[config.mk]
export PLATFORM = sky130hd
export DESIGN_NAME = mips_branch_ctrl
export DESIGN_NICKNAME = d
export VERILOG_FILES = /design/src/rtl/mips_branch_ctrl.sv
export SDC_FILE = /design/constraint.sdc
export NUM_CORES = 1
export LEC_CHECK = 0
export CAP_MARGIN = 10
export CORE_UTILIZATION = 25
export DETAILED_ROUTE_END_ITERATION = 10
export DONT_BUFFER_PORTS = 1
export PLACE_DENSITY = 0.37
export SLEW_MARGIN = 25
export SYNTH_ARGS = -nofsm -noshare
export SYNTH_HDL_FRONTEND = slang
export SYNTH_SLANG_ARGS = --single-unit
[constraint.sdc]
create_clock -name CLK -period 1.74 [get_ports CLK]
set_input_delay 0.174 -clock CLK [delete_from_list [all_inputs] [get_ports CLK]]
set_output_delay 0.174 -clock CLK [all_outputs]
set_load 0.02 [all_outputs]
[src/rtl/mips_branch_ctrl.sv]
// Branch-path sequencer: fetch/decode, ALU flag capture, and one-cycle branch-type
// strobes for the downstream branch-condition block. All outputs are registered.
module mips_branch_ctrl #(
  parameter int unsigned ALU_TIMEOUT = 15
) (
  input  logic        CLK,
  input  logic        RST,
  input  logic        RUN,
  input  logic [5:0]  OPCODE,
  input  logic [4:0]  RT,
  input  logic [31:0] ALU_RESULT,
  input  logic        ALU_VALID,
  output logic        IR_WR,
  output logic        PC_EN,
  output logic        NF,
  output logic        ZF,
  output logic        BLTZ,
  output logic        BGTZ,
  output logic        BLEZ,
  output logic        BNE,
  output logic        BEQ,
  output logic        BUSY,
  output logic        ERR
);

  typedef enum logic [2:0] {
    S_IDLE,
    S_FETCH,
    S_DECODE,
    S_EXEC,
    S_RESOLVE
  } state_t;

  typedef enum logic [2:0] {
    C_NONE,
    C_BEQ,
    C_BNE,
    C_BLEZ,
    C_BGTZ,
    C_BLTZ,
    C_JUMP
  } cls_t;

  state_t     state, nxt;
  cls_t       cls, cls_nxt;
  logic [7:0] cnt, cnt_nxt;
  logic       nf_nxt, zf_nxt, err_nxt;

  always_comb begin
    nxt     = state;
    cls_nxt = cls;
    cnt_nxt = cnt;
    nf_nxt  = NF;
    zf_nxt  = ZF;
    err_nxt = 1'b0;
    case (state)
      S_IDLE: begin
        if (RUN) nxt = S_FETCH;
      end
      S_FETCH: nxt = S_DECODE;
      S_DECODE: begin
        case (OPCODE)
          6'b000100:           cls_nxt = C_BEQ;
          6'b000101:           cls_nxt = C_BNE;
          6'b000110:           cls_nxt = C_BLEZ;
          6'b000111:           cls_nxt = C_BGTZ;
          6'b000001:           cls_nxt = (RT == 5'd0) ? C_BLTZ : C_NONE;
          6'b000010, 6'b000011: cls_nxt = C_JUMP;
          default:             cls_nxt = C_NONE;
        endcase
        cnt_nxt = '0;
        nxt     = (cls_nxt == C_JUMP) ? S_RESOLVE : S_EXEC;
      end
      S_EXEC: begin
        if (ALU_VALID) begin
          nf_nxt = ALU_RESULT[31];
          zf_nxt = (ALU_RESULT == '0);
          if (cls != C_NONE) nxt = S_RESOLVE;
          else               nxt = RUN ? S_FETCH : S_IDLE;
        end else if (cnt == 8'(ALU_TIMEOUT)) begin
          // Last wait cycle expired: abandon the instruction, flags untouched.
          err_nxt = 1'b1;
          nxt     = RUN ? S_FETCH : S_IDLE;
        end else begin
          cnt_nxt = cnt + 8'd1;
        end
      end
      S_RESOLVE: nxt = RUN ? S_FETCH : S_IDLE;
      default:   nxt = S_IDLE;
    endcase
  end

  // Outputs are decoded from the next state so they line up with the state they describe.
  always_ff @(posedge CLK) begin
    if (RST) begin
      state <= S_IDLE;
      cls   <= C_NONE;
      cnt   <= '0;
      NF    <= 1'b0;
      ZF    <= 1'b0;
      IR_WR <= 1'b0;
      PC_EN <= 1'b0;
      BLTZ  <= 1'b0;
      BGTZ  <= 1'b0;
      BLEZ  <= 1'b0;
      BNE   <= 1'b0;
      BEQ   <= 1'b0;
      BUSY  <= 1'b0;
      ERR   <= 1'b0;
    end else begin
      state <= nxt;
      cls   <= cls_nxt;
      cnt   <= cnt_nxt;
      NF    <= nf_nxt;
      ZF    <= zf_nxt;
      IR_WR <= (nxt == S_FETCH);
      PC_EN <= (nxt == S_FETCH) || ((nxt == S_RESOLVE) && (cls_nxt == C_JUMP));
      BLTZ  <= (nxt == S_RESOLVE) && (cls_nxt == C_BLTZ);
      BGTZ  <= (nxt == S_RESOLVE) && (cls_nxt == C_BGTZ);
      BLEZ  <= (nxt == S_RESOLVE) && (cls_nxt == C_BLEZ);
      BNE   <= (nxt == S_RESOLVE) && (cls_nxt == C_BNE);
      BEQ   <= (nxt == S_RESOLVE) && (cls_nxt == C_BEQ);
      BUSY  <= (nxt != S_IDLE);
      ERR   <= err_nxt;
    end
  end

endmodule

Word level (Yosys, flattened, before mapping)
Index checks and enable logic that the tools add are counted.
W data, S select, Z words.
Word-level totals
  flip-flop bits (word level): 25
  input bits: 47
  output and inout bits: 11
Operators by class
  add/sub/neg operators: 1
  equal/unequal tests: 23
  muxes and demuxes: 15
  bitwise logic cells: 1
  reductions and logical operators: 17
Operators by type and width (number)
  $logic_not A32 Y1: 1
  $eq A6 B3 Y1 const B: 4
  $mux W3: 8
  $eq A3 B3 Y1 const B: 6
  $pmux W3 S6: 1
  $mux W8: 2
  $pmux W8 S2: 1
  $pmux W3 S5: 1
  $eq A3 B2 Y1 const B: 4
  $eq A6 B2 Y1 const B: 2
  $eq A3 B1 Y1 const B: 3
  $add A8 B1 Y8 const B: 1
  $eq A8 B4 Y1 const B: 1
  $eq A6 B1 Y1 const B: 1
  $logic_and A1 B1 Y1: 6
  $reduce_bool A3 Y1: 2
  $logic_not A5 Y1: 1
  $ne A2 B2 Y1 const B: 2
  $logic_not A3 Y1: 1
  $reduce_and A3 Y1: 1
  $reduce_or A3 Y1: 1
  $mux W1: 2
  $reduce_and A2 Y1: 1
  $reduce_bool A2 Y1: 1
  3 further kinds: 3

Logic depth before layout (Yosys ltp)
  depth after elaboration: 10
  depth in mapped cells: 7

Worst setup path before layout
OpenSTA, ideal clock, no wires.
  kind: register to register
  start point: reg cnt[0]
  end point: reg cnt[5]
  library setup time: 70 ps
  arrival: 1732 ps
  required time: 1670 ps
  slack: -62 ps
  cell stages (with the launch flop): 8
  clock period less this slack: 1802 ps
  path through: dfxtp_1 ha_1 nand3_1 o21bai_1 a21o_1 buf_2 or4_1 a21oi_1
On the way
  word-level cells in the longest chain between the ends: 4
Ends and longest elaborated chain
  from (decl): RTL line 46  | logic [7:0] cnt, cnt_nxt;
  from (signal assigned): RTL line 113  | cnt <= cnt_nxt;
  $add A8 B1 Y8: RTL line 85  | cnt_nxt = cnt + 8'd1;
  $mux W8: RTL line 80  | end else if (cnt == 8'(ALU_TIMEOUT)) begin
  $mux W8: RTL line 75  | if (ALU_VALID) begin
  $pmux W8 S2: RTL line 56  | case (state)
Parallel ways exist; a longest one is shown, timed or not. The select of a mux whose other input is x is not followed.
A chain may end at the register's enable or synchronous reset.

Final worst setup path
  start point: reg cnt[7]
  end point: reg PC_EN
On the way
  word-level cells in the longest chain between the ends: 7
Ends and longest elaborated chain
  $eq A8 B4 Y1 (*): RTL line 80
  $mux W3 (*): RTL line 80
  $mux W3 (*): RTL line 75
  $pmux W3 S5 (*): RTL line 56
  $eq A3 B3 Y1: RTL line 117  | PC_EN <= (nxt == S_FETCH) || ((nxt == S_RESOLVE) && (cls_nxt == C_JUMP));
  $logic_and A1 B1 Y1: RTL line 117
  $logic_or A1 B1 Y1 (*): RTL line 117
  to (signal assigned): RTL line 117
  to (decl): RTL line 14  | output logic PC_EN,
Every way passes the cells marked *; elsewhere a longest branch is shown, timed or not.

==> metrics.md <==
| Metric | Value |
|---|---|
| Worst hold slack | `0.0446 ns` |
| Ys async rst share | `0` |
| Max Freq | `0.582 GHz` |
| Static leakage | `0.520 nW` |
| CP arrival | `1.95 ns` |
| Average wire per standard cell | `14.4 um` |
| Initial DRC Count | `43` |
| Final hold violations | `0` |
| Nets@finish | `207` |
| Vias per cell | `5.25` |
| Root Driver | `clkbuf_8` |
| # port buffers | `0` |
| Final period utilization | `0.988` |
| Clk slew on worst S/H paths | `0.10 ns` |
| Critical Path RT | `1.97 ns` |
| Commonest cells after routing, fill and taps aside | `dfxtp_1, buf_4, nor2_1, nand2_1, nor4_1` |
| Status | `completed` |
| Largest net degree at the start of global routing | `17` |
| Post-CTS setup buffer count | `0` |
| Unique masters post-synth | `45` |
| Initial antenna violation count | `0` |
| # IOs | `58` |
| CP startpoint kind | `flop` |
| Max clock buf depth | `2` |
| EDFF count, synth | `0` |
| H-tree levels | `1` |
| Headroom to the max-slew limit | `0.645` |
| Die Area | `0.00512 sq mm` |
| Yosys warns | `0` |
| Starting Density | `0.268` |
| Global-route total usage across every layer | `0.125` |
| DRT antenna net count | `0` |
| Largest regs | `cnt: 8 flops, cls: 3 flops, state: 3 flops` |
| Pre-antenna DRT Iters | `4` |
| Area added between synthesis and finish | `21.5%` |
| MaxCap Viol Count | `0` |
| Clock latency at the later pin of the worst-skew pair | `0.28 ns` |
| FF+latch area | `504 sq um` |
| # diodes | `0` |
| Synth Area in Adders | `0.0104` |
| DP HPWL | `2.41 mm` |
| DRC | `0` |
| Kind of critical path | `flop to flop` |
| Max reg flops | `8` |
| Chip Height | `71.5 um` |
| Final WL | `3.03 mm` |
| Synth Instances | `140` |
| Compound-cell area share of the yosys netlist | `0.164` |
| TritonCTS Buffers | `3` |
| Sinks on Clock Net | `25` |
| Yosys reg bits | `25` |
| Least-Margin Pin Slew | `0.531 ns` |
| Worst min-delay path category | `input port to flop` |
| Avg Cell Area, Syn | `8.63 sq um` |
| Area occupied by multi-input gates | `694 sq um` |
| # setup viols final | `0` |
| Post-synthesis mux area share | `0.0166` |
| Layout cell share with drive strength beyond 1 | `0.203` |
| Post-synthesis sequential area ratio | `0.414` |
| Final TNS setup | `0 ns` |
| PD cells | `746 mW/mm^2` |
| Die Wd | `71.5 um` |
| Fill count | `492` |
| RSZ-0062 raised after global routing | `yes` |
| Critical path fanouts, max | `3` |
| Fin. max-slew vios | `0` |
| Post-Syn Nets | `188` |
| Simple-gate area share of the yosys netlist | `0.340` |
| CP endpoint kind | `flop` |
| Gpl congestion | `0.727` |
| Xor and xnor area share after synthesis | `0.0290` |
| Clock Skews | `0.00464 ns` |
| CORE AREA | `0.00450 sq mm` |
| Final Critical Period | `1.72 ns` |
| Biggest register | `cnt` |
| Vias in the first global route | `1100` |
| Site Rows | `24` |
| CTS tree | `done` |
| Worst VDD drop | `327 uV` |
| First-pass GRT wire length | `5.00 mm` |
| Cell Area, Synth | `0.00121 sq mm` |
| Largest family of logic cells by synthesized area | `simple AND/OR/NAND/NOR gates` |
| Most common cell after layout, fill and taps aside | `dfxtp_1` |
| Most common flop cell mapped by yosys | `dfxtp_1` |
| Grt ovf | `0` |
| Routed vias | `1102` |
==> report_power, final <==
part	internal (mW)	switching, mW
Clock	0.168	0.204
Sequential	0.584	0.0179
Combinational	0.0629	0.0597
==> cell type report <==
| cell class | count | area share |
|---|---|---|
| clock buffers | 3 | 0.0281 |
| repair buffers | 18 | 0.0954 |
| well taps | 52 | 0.0443 |
| inverters | 4 | 0.0102 |
| clock inverters | 1 | 0.00596 |
| multi-input cells | 107 | 0.473 |
| flip-flops and latches | 25 | 0.343 |
==> cell families (layout without fill, tap and decap cells) <==
| group | count (synthesis) | after routing |
|---|---|---|
| mux | 2 | 2 |
| flops | 25 | 25 |
| simple gates | 72 | 72 |
| buf+inv | 8 | 26 |
| fa+ha+maj | 1 | 1 |
| xor+xnor | 4 | 4 |
| compound gates | 28 | 28 |
==> cell usage after synthesis, types with 2 or more instances <==
| cell | number | area [sq um] |
|---|---|---|
| a21boi_0 | 2 | 15.0 |
| nand2b_1 | 3 | 18.8 |
| dfxtp_1 | 25 | 500 |
| nor2b_1 | 4 | 25.0 |
| nand3_1 | 5 | 25.0 |
| mux2i_1 | 2 | 20.0 |
| or4_1 | 3 | 22.5 |
| xnor2_1 | 3 | 26.3 |
| buf_2 | 2 | 10.0 |
| nand4_1 | 3 | 18.8 |
| a211oi_1 | 3 | 22.5 |
| inv_1 | 4 | 15.0 |
| nand2_1 | 13 | 48.8 |
| nor2_1 | 15 | 56.3 |
| o31ai_1 | 3 | 22.5 |
| a21oi_1 | 8 | 40.0 |
| nor3_1 | 5 | 25.0 |
| nor4_1 | 10 | 62.6 |
==> path summary, 6_finish.rpt <==
check / startpoint / to / slack, ns / cells after the start
worst max-delay path: cnt[7] / PC_EN / 0.02 / 5
worst min-delay path: ALU_RESULT[31] / NF / 0.04 / 2
worst max register to register: cnt[7] / PC_EN / 0.02 / 5
worst min register to register: cnt[1] / cnt[1] / 0.47 / 2
==> critical path, cell delays in order, from the launching register on <==
cell      delay [ns]
dfxtp_2         0.34
or4_4           0.55
or2_4           0.25
o221ai_2        0.18
nor4b_4         0.23
a31o_1          0.13
==> per-layer routing <==
layer	track usage	part of all wire	vias up	wire length (um)
li1	-	-	556	-
met1	0.149	0.44	522	1340
met2	0.222	0.51	20	1540
met3	0.0352	0.037	4	111
met4	0.0327	0.012	0	36
met5	0	0	-	0
==> metrics by stage <==
step | cells | area [sq um] | worst slack, ns | utilization | power, mW
final | 210 | 1470 | 0.0214 | 0.326 | 1.10
after global routing | 210 | 1470 | -0.0625 | 0.326 | 1.14
after CTS | 210 | 1460 | 0.00597 | 0.324 | 1.11
after detailed placement | 204 | 1390 | -0.0113 | 0.308 | 0.726
after global placement | 204 | 1390 | 0.0109 | 0.308 | 0.725
after floorplan | 140 | 1220 | 0.00319 | - | 0.688
==> what timing repair did <==
item                       CTS  global route
gates resized for setup      2             4
hold endpoints to repair    12             0
pin swaps                    1             3
hold buffers                 2             0
setup endpoints to repair    3             9
Power figures use the tool's default switching activity.
